==> src/rtl/tpg_timing_gen.sv <==
// Video timing generator: active-window enables plus HS/VS pulses.
// Optional TPG_TIMING_FRAME_CNT_EN adds frame and active-line counters.
module tpg_timing_gen #(
  parameter int    H_ACTIVE = 1920,
  parameter int    H_FP     = 88,
  parameter int    H_SYNC   = 44,
  parameter int    H_BP     = 148,
  parameter int    V_ACTIVE = 1080,
  parameter int    V_FP     = 4,
  parameter int    V_SYNC   = 5,
  parameter int    V_BP     = 36,
  parameter string HS_POL   = "POS",
  parameter string VS_POL   = "POS"
) (
  input  logic        i_pclk,
  input  logic        i_rst_n,
  input  logic        i_en,
  output logic        o_sync_h,
  output logic        o_sync_v,
  output logic        o_hs,
  output logic        o_vs,
  output logic        o_frame_start
`ifdef TPG_TIMING_FRAME_CNT_EN
  ,
  output logic [15:0] o_frame_cnt,
  output logic [11:0] o_line_active_cnt
`endif
);

  localparam int H_TOTAL = H_ACTIVE + H_FP + H_SYNC + H_BP;
  localparam int V_TOTAL = V_ACTIVE + V_FP + V_SYNC + V_BP;

  localparam logic [11:0] H_LAST = 12'(H_TOTAL - 1);
  localparam logic [11:0] V_LAST = 12'(V_TOTAL - 1);
  localparam logic [11:0] H_ACT  = 12'(H_ACTIVE);
  localparam logic [11:0] V_ACT  = 12'(V_ACTIVE);
  localparam logic [11:0] HS_BEG = 12'(H_ACTIVE + H_FP);
  localparam logic [11:0] HS_END = 12'(H_ACTIVE + H_FP + H_SYNC);
  localparam logic [11:0] VS_BEG = 12'(V_ACTIVE + V_FP);
  localparam logic [11:0] VS_END = 12'(V_ACTIVE + V_FP + V_SYNC);

  localparam logic HS_ON = (HS_POL == "NEG") ? 1'b0 : 1'b1;
  localparam logic VS_ON = (VS_POL == "NEG") ? 1'b0 : 1'b1;

  if (H_TOTAL > 4095 || V_TOTAL > 4095) begin : g_bad_total
    $error("tpg_timing_gen: H_TOTAL/V_TOTAL exceed 12-bit counters");
  end
  if (H_FP + H_SYNC + H_BP < 1 || V_FP + V_SYNC + V_BP < 1) begin : g_bad_blank
    $error("tpg_timing_gen: blanking interval must be non-empty");
  end

  typedef enum logic {IDLE, RUN} state_e;

  state_e      state_q, state_d;
  logic [11:0] h_q, h_d;
  logic [11:0] v_q, v_d;
  logic        run_d, sv_d, sh_d, hs_d, vs_d, fs_d;

  always_comb begin
    state_d = state_q;
    h_d     = h_q;
    v_d     = v_q;
    unique case (state_q)
      IDLE: begin
        if (i_en) begin
          state_d = RUN;
          h_d     = '0;
          v_d     = '0;
        end
      end
      RUN: begin
        if (h_q != H_LAST) begin
          h_d = h_q + 12'd1;
        end else begin
          h_d = '0;
          if (v_q != V_LAST) begin
            v_d = v_q + 12'd1;
          end else begin
            v_d = '0;
            if (!i_en) state_d = IDLE;
          end
        end
      end
      default: state_d = IDLE;
    endcase
  end

  // Decode from next-state counters so registered outputs line up with h/v.
  always_comb begin
    run_d = (state_d == RUN);
    sv_d  = run_d && (v_d < V_ACT);
    sh_d  = sv_d && (h_d < H_ACT);
    hs_d  = run_d && (h_d >= HS_BEG) && (h_d < HS_END);
    vs_d  = run_d && (v_d >= VS_BEG) && (v_d < VS_END);
    fs_d  = run_d && (h_d == '0) && (v_d == '0);
  end

  always_ff @(posedge i_pclk or negedge i_rst_n) begin
    if (!i_rst_n) begin
      state_q       <= IDLE;
      h_q           <= '0;
      v_q           <= '0;
      o_sync_h      <= 1'b0;
      o_sync_v      <= 1'b0;
      o_hs          <= ~HS_ON;
      o_vs          <= ~VS_ON;
      o_frame_start <= 1'b0;
    end else begin
      state_q       <= state_d;
      h_q           <= h_d;
      v_q           <= v_d;
      o_sync_h      <= sh_d;
      o_sync_v      <= sv_d;
      o_hs          <= hs_d ? HS_ON : ~HS_ON;
      o_vs          <= vs_d ? VS_ON : ~VS_ON;
      o_frame_start <= fs_d;
    end
  end

`ifdef TPG_TIMING_FRAME_CNT_EN
  always_ff @(posedge i_pclk or negedge i_rst_n) begin
    if (!i_rst_n) begin
      o_frame_cnt       <= '0;
      o_line_active_cnt <= '0;
    end else begin
      o_frame_cnt       <= o_frame_cnt + 16'(fs_d);
      o_line_active_cnt <= sv_d ? v_d : 12'd0;
    end
  end
`endif

endmodule

==> config.mk <==
export PLATFORM = sky130hd
export DESIGN_NAME = tpg_timing_gen
export DESIGN_NICKNAME = d
export VERILOG_FILES = /design/src/rtl/tpg_timing_gen.sv
export SDC_FILE = /design/constraint.sdc
export NUM_CORES = 1
export LEC_CHECK = 0
export ABC_CLOCK_PERIOD_IN_PS = 4100
export BUFFER_PORTS_ARGS = -buffer_cell sky130_fd_sc_hd__buf_4
export CAP_MARGIN = 20
export CORE_AREA = 2 2 63 65
export DETAILED_ROUTE_END_ITERATION = 7
export DIE_AREA = 0 0 65 67
export PLACE_DENSITY = 0.72
export SLEW_MARGIN = 5
export SYNTH_ARGS = -nofsm -noshare
export SYNTH_HDL_FRONTEND = slang
export SYNTH_SLANG_ARGS = --single-unit
==> constraint.sdc <==
create_clock -name i_pclk -period 4.1 [get_ports i_pclk]
set_input_delay 0.205 -clock i_pclk [delete_from_list [all_inputs] [get_ports i_pclk]]
set_output_delay 0.205 -clock i_pclk [all_outputs]
set_load 0.05 [all_outputs]
==> results of run 1 <==
-- cell families after synthesis --
| group | Yosys count | synth area share |
|---|---|---|
| AND/OR/NAND/NOR | 101 | 0.311 |
| AO/OA/AOI/OAI | 61 | 0.233 |
| flip-flops | 30 | 0.385 |
| buffers and inverters | 21 | 0.0411 |
| adder cells (fa/ha/maj) | 3 | 0.0193 |
| XOR/XNOR | 1 | 0.00449 |
| multiplexers | 1 | 0.00578 |
-- area by class of cell --
class | instances | share of cell area
Timing Repair Buffer | 9 | 0.0328
Sequential cell | 30 | 0.351
Inverter | 12 | 0.0211
Multi-Input combinational cell | 167 | 0.524
Clock inverter | 1 | 0.00234
Clock buffer | 7 | 0.0404
Tap cell | 48 | 0.0281
-- stage by stage --
stage	power, mW	hold WS (ns)	cells	cell area (um2)	setup WS (ns)
after detailed placement	0.763	0.154	264	2030	1.12
after floorplan	0.674	-0.0906	218	1950	1.43
after global placement	0.743	0.144	264	2030	1.27
final	1.02	0.180	274	2140	1.19
after global routing	1.08	0.185	274	2140	1.08
after CTS	1.02	0.158	273	2130	1.11
-- sequential cells by signal (all words and copies together) (netlist names) --
signal / count
o_frame_start: 1
o_vs: 1
state_q: 1
o_sync_v: 1
o_sync_h: 1
h_q: 12
v_q: 12
o_hs: 1
-- Yosys cell counts, types with 2 or more instances --
library cell  instances  share of area
o41a_1                2          0.012
and3_1                4          0.013
clkbuf_1              8          0.015
o21a_1                2         0.0077
nor3_1                7          0.018
nor4_1                7          0.022
a211oi_1              2         0.0077
dfrtp_1              30           0.39
or4_1                 2         0.0077
ha_1                  3          0.019
nor2_1               10          0.019
nand2_1              26          0.050
o31a_1                3          0.013
a41oi_1               5          0.022
inv_1                12          0.023
o211ai_1              2         0.0077
nand4_1              11          0.035
and4b_1               2          0.010
o21ai_0              13          0.033
o21ai_1               3         0.0077
nand3_1               7          0.018
or3_1                 2         0.0064
and2_1                3         0.0096
and4_1                2         0.0090
a21o_1                5          0.019
nand2b_1              3         0.0096
a22o_1                2         0.0090
a221o_1               2          0.010
o31ai_1               3          0.012
a31oi_1               2         0.0064
nor2b_1               4          0.013
a21oi_1               5          0.013
-- critical path, delay by kind of cell (launching register included) --
family	cells	cell delay [ns]
AO/OA/AOI/OAI	2	0.66
flip-flops	1	0.41
adder cells (fa/ha/maj)	1	0.27
AND/OR/NAND/NOR	5	1.47
-- path summary, 6_finish.rpt --
check                              from  endpoint  slack, ns  depth (start not counted)
worst max-delay path             h_q[0]      o_vs       1.19                          8
worst min-delay path               i_en   state_q       0.18                          3
worst max register to register   h_q[0]      o_vs       1.19                          8
worst min register to register  v_q[11]   v_q[11]       0.58                          1
max in group asynchronous       i_rst_n    h_q[9]       3.44                          2
min in group asynchronous       i_rst_n    v_q[7]       0.38                          2
-- power groups by stage --
stage,Combinational (mW),Clock [mW],Sequential (mW)
after floorplan,0.247,0,0.427
after global placement,0.284,0,0.459
after detailed placement,0.300,0,0.464
after CTS,0.300,0.256,0.461
after global routing,0.337,0.263,0.481
final,0.306,0.248,0.469
-- routing by layer --
metal | vias up | track usage
li1 | 845 | -
met5 | - | 0
met3 | 18 | 0.0557
met2 | 130 | 0.397
met4 | 0 | 0.104
met1 | 886 | 0.353
-- timing repair --
action / 4_1_cts / 5_1_grt
resized for setup: 0 / 0
endpoints found under the setup margin: 0 / 0
endpoints found under the hold margin: 30 / 0
hold buffers: 1 / 0
==> results_dict.tcl, run 1 <==
set metrics [dict create \
    nets 231 \
    cp_max_fo 7 \
    synth_edf_count 0 \
    dpl.hpwl_mm 3.60 \
    postCtsSetupBuffers 0 \
    ios 8 \
    tightest_slew_ns 0.638 \
    topRoutingLayerUsed "met4" \
    synth_nets 224 \
    regArea_um2 751 \
    critPathCaptureType "flop" \
    multi_input_area_mm2 0.00112 \
    layout_common_cells "dfrtp_1 (30), nand2_1 (26), o21ai_0 (13)" \
    vias_per_cell 6.86 \
    powerDensity_mw_per_mm2 479 \
    final_util 0.592 \
    maxCapViolCount 0 \
    wl_met3_um 559 \
    htree_levels 2 \
    cts.sinks 30 \
    drcViolationCount 0 \
    clk_path_buf_depth 2 \
    io_buffers 7 \
    cts_buffers 5 \
    start_kind "flop" \
    synthToLayoutAreaGrowth_pct 9.56 \
    coreArea_mm2 0.00361 \
    grt_max_degree 31 \
    rows 22 \
    antennaDiodeCount 0 \
    syn_avg_cell_area_um2 8.94 \
    synth-seq-cells 30 \
    wl_met2_mm 2.30 \
    p_sw_frac 0.399 \
    max_freq_mhz 344 \
    post-route-period-util 0.709 \
    met1_length_mm 2.13 \
    grt_overflow 0 \
    rsz0062_at_grt "false" \
    synth-async-reset-ratio 1.00 \
    ys_seq_area_frac 0.385 \
    fp.dieW_um 65 \
    ys.warnings.count 0 \
    dr.pass1.iters 5 \
    peakVddDrop_v 0.000234 \
    max-slew-margin-rel 0.575 \
    wl_per_cell_um 18.6 \
    combPwrFrac 0.299 \
    cp_cell_sequence "ha_1 -> and4b_1 -> and3_1 -> nand3_2 -> o31a_1 -> nand3b_2 -> or3b_1 -> a2111oi_2" \
    start_util 0.541 \
    grt_pass1_vias 1703 \
    postSynthCellCount 218 \
    skew_ns 0.00263 \
    antenna_found_initial 0 \
    die_h_um 67 \
    root_buffer "clkbuf_8" \
    ys_types 56 \
    drt-total-wl_mm 5.09 \
    cp.required_ns 4.28 \
    crit_path_max_incr_delay_ns 0.41 \
    nFillCells 314 \
    post-route-min-period_ns 2.91 \
    worst_skew_pair.late_latency_ns 0.28 \
    hp-class "in2reg" \
    layout_commonest_cell "dfrtp_1" \
    power_leakage_nw 0.895 \
    crit_type "reg2reg" \
    p_seq_frac 0.459 \
    finalSetupViolations 0 \
    tritoncts "built" \
    dr.first_iter.drc_count 147 \
    internal_power_mw 0.615 \
    cp.arrival_ns 3.09 \
    gr-usage-all-layers 0.258 \
    netlist_area_mm2 0.00195 \
    outcome "finished clean" \
    ant_nets 0 \
    drive_gt1_frac 0.128 \
    synth_flop_cell "dfrtp_1" \
    slew_violations 0 \
    clk_pin_slew_ns 0.06 \
    vias 1879 \
    hold_viol 0 \
    grt_pass1_wl_mm 8.31 \
    crit_slowest_cell "dfrtp_1" \
    final.setup.tns_ns 0 \
    clockPowerShare 0.242 \
    p_sw_mw 0.408 \
    die_area_mm2 0.00436 \
    place.gp.congestion 1.00 \
]
No activity file was read; power rests on OpenSTA's default activity.
==> run 2: changes to the inputs <==
ABC_CLOCK_PERIOD_IN_PS = 2500   (was 4100)
PLACE_DENSITY = 0.75   (was 0.72)
clock period = 2.5 ns   (was 4.1 ns; I/O delays follow)
==> results_dict.tcl, run 2 (synthesized netlist as in run 1, its figures left out) <==
set metrics [dict create \
    htree_levels 2 \
    synthToLayoutAreaGrowth_pct 31.6 \
    finalSetupViolations 1 \
    cts_buffers 5 \
    antennaDiodeCount 0 \
    die_area_mm2 0.00436 \
    layout_commonest_cell "buf_4" \
    finalWorstSetupSlack_ns -0.00493 \
    start_kind "flop" \
    post-route-min-period_ns 2.50 \
    place.gp.congestion 0.933 \
    outcome "complete, but fails checks" \
    root_buffer "clkbuf_8" \
    holdWs_ns 0.110 \
    vias 1996 \
    ant_nets 0 \
    final.setup.tns_ns -0.00493 \
    clk_path_buf_depth 2 \
    tightest_slew_ns 0.621 \
    gr-usage-all-layers 0.267 \
    grt_max_degree 31 \
    tritoncts "built" \
    vias_per_cell 6.18 \
    drive_gt1_frac 0.316 \
    skew_ns 0.0110 \
    multi_input_area_mm2 0.00118 \
    cts.sinks 30 \
    rsz0062_at_grt "true" \
    total_power_mw 1.89 \
    post-route-period-util 1.00 \
    maxCapViolCount 0 \
    violations "negative setup slack" \
    regArea_um2 751 \
    crit_type "reg2reg" \
    antenna_found_initial 0 \
    nFillCells 272 \
    dr.first_iter.drc_count 239 \
    pre_cts_ws_ns 0.00751 \
    grt_overflow 0 \
    cp_max_fo 8 \
    critPathCaptureType "flop" \
    die_h_um 67 \
    cp.required_ns 2.67 \
    grt_pass1_wl_mm 8.65 \
    drt-total-wl_mm 5.37 \
    max_freq_mhz 399 \
    max-slew-margin-rel 0.584 \
    ios 8 \
    peakVddDrop_v 0.000563 \
    rows 22 \
    hold_viol 0 \
    hold_depth 3 \
    power_leakage_nw 1.14 \
    slew_violations 0 \
    cp.arrival_ns 2.68 \
    layout_common_cells "buf_4 (56), dfrtp_1 (30), nand2_1 (26)" \
    drcViolationCount 0 \
    start_util 0.541 \
    hp-class "in2reg" \
    wl_per_cell_um 16.6 \
    reg2reg_depth 10 \
    coreArea_mm2 0.00361 \
    grt_pass1_vias 1833 \
    io_buffers 7 \
    clk_pin_slew_ns 0.06 \
    dr.pass1.iters 4 \
    top_regs "h_q: 12 flops, v_q: 12 flops" \
    worst_skew_pair.late_latency_ns 0.29 \
    nets 280 \
    powerDensity_mw_per_mm2 736 \
    dpl.hpwl_mm 3.82 \
    fp.dieW_um 65 \
]
==> run 2: repair_timing <==
| item | CTS | global route |
|---|---|---|
| gates resized for setup | 2 | 8 |
| endpoints found under the setup margin | 2 | 4 |
| hold buffers | 1 | 0 |
| pin swaps | 1 | 11 |
| hold endpoints to repair | 30 | 0 |
| buffers inserted | 0 | 8 |
==> run 2: metal layers <==
layer | track usage | vias up | part of all wire
met5 | 0 | - | 0
met3 | 0.0574 | 15 | 0.058
met4 | 0.109 | 0 | 0.024
met2 | 0.443 | 64 | 0.50
met1 | 0.339 | 967 | 0.42
li1 | - | 950 | -
==> run 2: layout make-up <==
class | count | area share
multi-input combinational | 167 | 0.459
sequential | 30 | 0.293
timing repair buffer | 58 | 0.172
clock buffer | 7 | 0.0336
tap | 48 | 0.0234
inverter | 12 | 0.0176
clock inverter | 1 | 0.00195
==> run 2: critical path: stages, from the launching register on <==
cell	delay, ns
dfrtp_1	0.40
nor4b_4	0.29
buf_6	0.18
nand4_2	0.14
buf_4	0.20
o41a_1	0.37
o21ai_1	0.15
a211oi_1	0.10
buf_4	0.15
a32o_1	0.27
and2_1	0.14
==> run 2: final timing paths <==
path                         start  endpoint  slack [ns]
max                        h_q[10]  o_sync_h      -0.005
min                           i_en   state_q        0.11
max reg2reg                h_q[10]  o_sync_h      -0.005
min reg2reg                v_q[11]   v_q[11]        0.62
max in group asynchronous  i_rst_n    h_q[5]        1.91
min in group asynchronous  i_rst_n    v_q[5]        0.31
==> run 2: where the power goes <==
group / internal [mW] / switching [mW] / total (mW)
sequential: 0.585 / 0.0678 / 0.653
combinational: 0.387 / 0.451 / 0.838
clock: 0.222 / 0.177 / 0.398
==> run 2: through the flow <==
step	cell area (um2)	std cells	utilization
after global placement	2360	306	0.654
after CTS	2470	315	0.685
after floorplan	1970	218	-
after detailed placement	2360	306	0.654
final	2570	323	0.712
after global routing	2570	323	0.712
==> run 3: changes to the inputs <==
CAP_MARGIN = not set   (was 20)
REMOVE_ABC_BUFFERS = 1   (was not set)
==> results_dict.tcl, run 3 (synthesized netlist as in run 1, its figures left out) <==
set metrics [dict create \
    cp.required_ns 2.67 \
    post-route-period-util 0.965 \
    htree_levels 2 \
    ant_nets 0 \
    outcome "finished clean" \
    vias 1951 \
    grt_max_degree 31 \
    power_leakage_nw 1.16 \
    rows 22 \
    antennaDiodeCount 0 \
    total_power_mw 1.91 \
    tritoncts "built" \
    hold_depth 3 \
    ios 8 \
    synthToLayoutAreaGrowth_pct 31.9 \
    layout_commonest_cell "buf_4" \
    crit_type "reg2reg" \
    final.setup.tns_ns 0 \
    max_freq_mhz 415 \
    clk_pin_slew_ns 0.06 \
    root_buffer "clkbuf_8" \
    worst_skew_pair.late_latency_ns 0.29 \
    layout_common_cells "buf_4 (57), dfrtp_1 (30), nand2_1 (26)" \
    dr.first_iter.drc_count 160 \
    peakVddDrop_v 0.000756 \
    clk_path_buf_depth 2 \
    gr-usage-all-layers 0.282 \
    grt_overflow 0 \
    hold_viol 0 \
    top_regs "h_q: 12 flops, v_q: 12 flops" \
    post-route-min-period_ns 2.41 \
    place.gp.congestion 0.847 \
    die_area_mm2 0.00436 \
    fp.dieW_um 65 \
    finalSetupViolations 0 \
    cp.arrival_ns 2.58 \
    io_buffers 7 \
    drt-total-wl_mm 5.38 \
    dpl.hpwl_mm 4.03 \
    max-slew-margin-rel 0.677 \
    drive_gt1_frac 0.312 \
    cp_max_fo 8 \
    reg2reg_depth 9 \
    vias_per_cell 6.02 \
    slew_violations 0 \
    drcViolationCount 0 \
    final_util 0.713 \
    tightest_slew_ns 0.483 \
    powerDensity_mw_per_mm2 745 \
    hp-class "in2reg" \
    grt_pass1_wl_mm 9.20 \
    maxCapViolCount 0 \
    rsz0062_at_grt "true" \
    start_kind "flop" \
    wl_per_cell_um 16.6 \
    die_h_um 67 \
    dr.pass1.iters 4 \
    coreArea_mm2 0.00361 \
    critPathCaptureType "flop" \
    nets 281 \
    start_util 0.541 \
    grt_pass1_vias 1956 \
    cts_buffers 5 \
    antenna_found_initial 0 \
    cts.sinks 30 \
    skew_ns 0.00912 \
]
run 3: path summary, 6_finish.rpt:
check                           slack, ns  endpoint    start
min in group asynchronous            0.30    v_q[5]  i_rst_n
worst min register to register       0.61    v_q[0]   v_q[0]
worst max register to register       0.09  o_sync_h   h_q[0]
worst min-delay path                 0.08   state_q     i_en
max in group asynchronous            1.91   h_q[11]  i_rst_n
worst max-delay path                 0.09  o_sync_h   h_q[0]
run 3: final cells by class:
| class | count | area [um2] |
|---|---|---|
| Timing Repair Buffer | 59 | 458 |
| Inverter | 12 | 45.0 |
| Fill cell | 275 | 1030 |
| Clock buffer | 7 | 86.3 |
| Tap cell | 48 | 60.1 |
| Clock inverter | 1 | 5.00 |
| Multi-Input combinational cell | 167 | 1170 |
| Sequential cell | 30 | 751 |
run 3: report_power, final:
part / internal, mW / switching (mW)
logic: 0.400 / 0.453
clock network: 0.222 / 0.182
registers: 0.585 / 0.0731
total: 1.21 / 0.708
run 3: through the flow:
step | instance area (um2) | hold slack [ns] | cells | setup slack [ns]
global placement | 2400 | 0.0749 | 312 | 0.00373
CTS | 2510 | 0.0720 | 322 | 0.000897
global route | 2570 | 0.118 | 324 | -0.0233
floorplan | 1910 | -0.171 | 209 | -0.0783
finish | 2570 | 0.0812 | 324 | 0.0877
detailed placement | 2400 | 0.0788 | 312 | -0.0618
run 3: worst max-delay path: stages (launching register included):
cell      delay, ns
dfrtp_1        0.36
ha_2           0.18
and4b_2        0.32
nand4_2        0.15
buf_4          0.19
o41a_1         0.37
a22oi_2        0.22
a211oi_2       0.07
a32o_1         0.28
and2_1         0.14
run 3: per-layer routing:
metal	wire length, um	vias to the layer above	track usage
li1	-	946	-
met1	2280	926	0.347
met2	2660	70	0.483
met3	328	9	0.0541
met4	107	0	0.114
met5	0	-	0
run 3: repair_timing:
action                                  in CTS  in global routing
hold endpoints to repair                    30                  0
gates cloned                                 0                  0
hold buffers                                 1                  0
resized for setup                            1                  8
pin swaps                                    2                  6
buffers inserted                             1                  2
endpoints found under the setup margin       2                  4
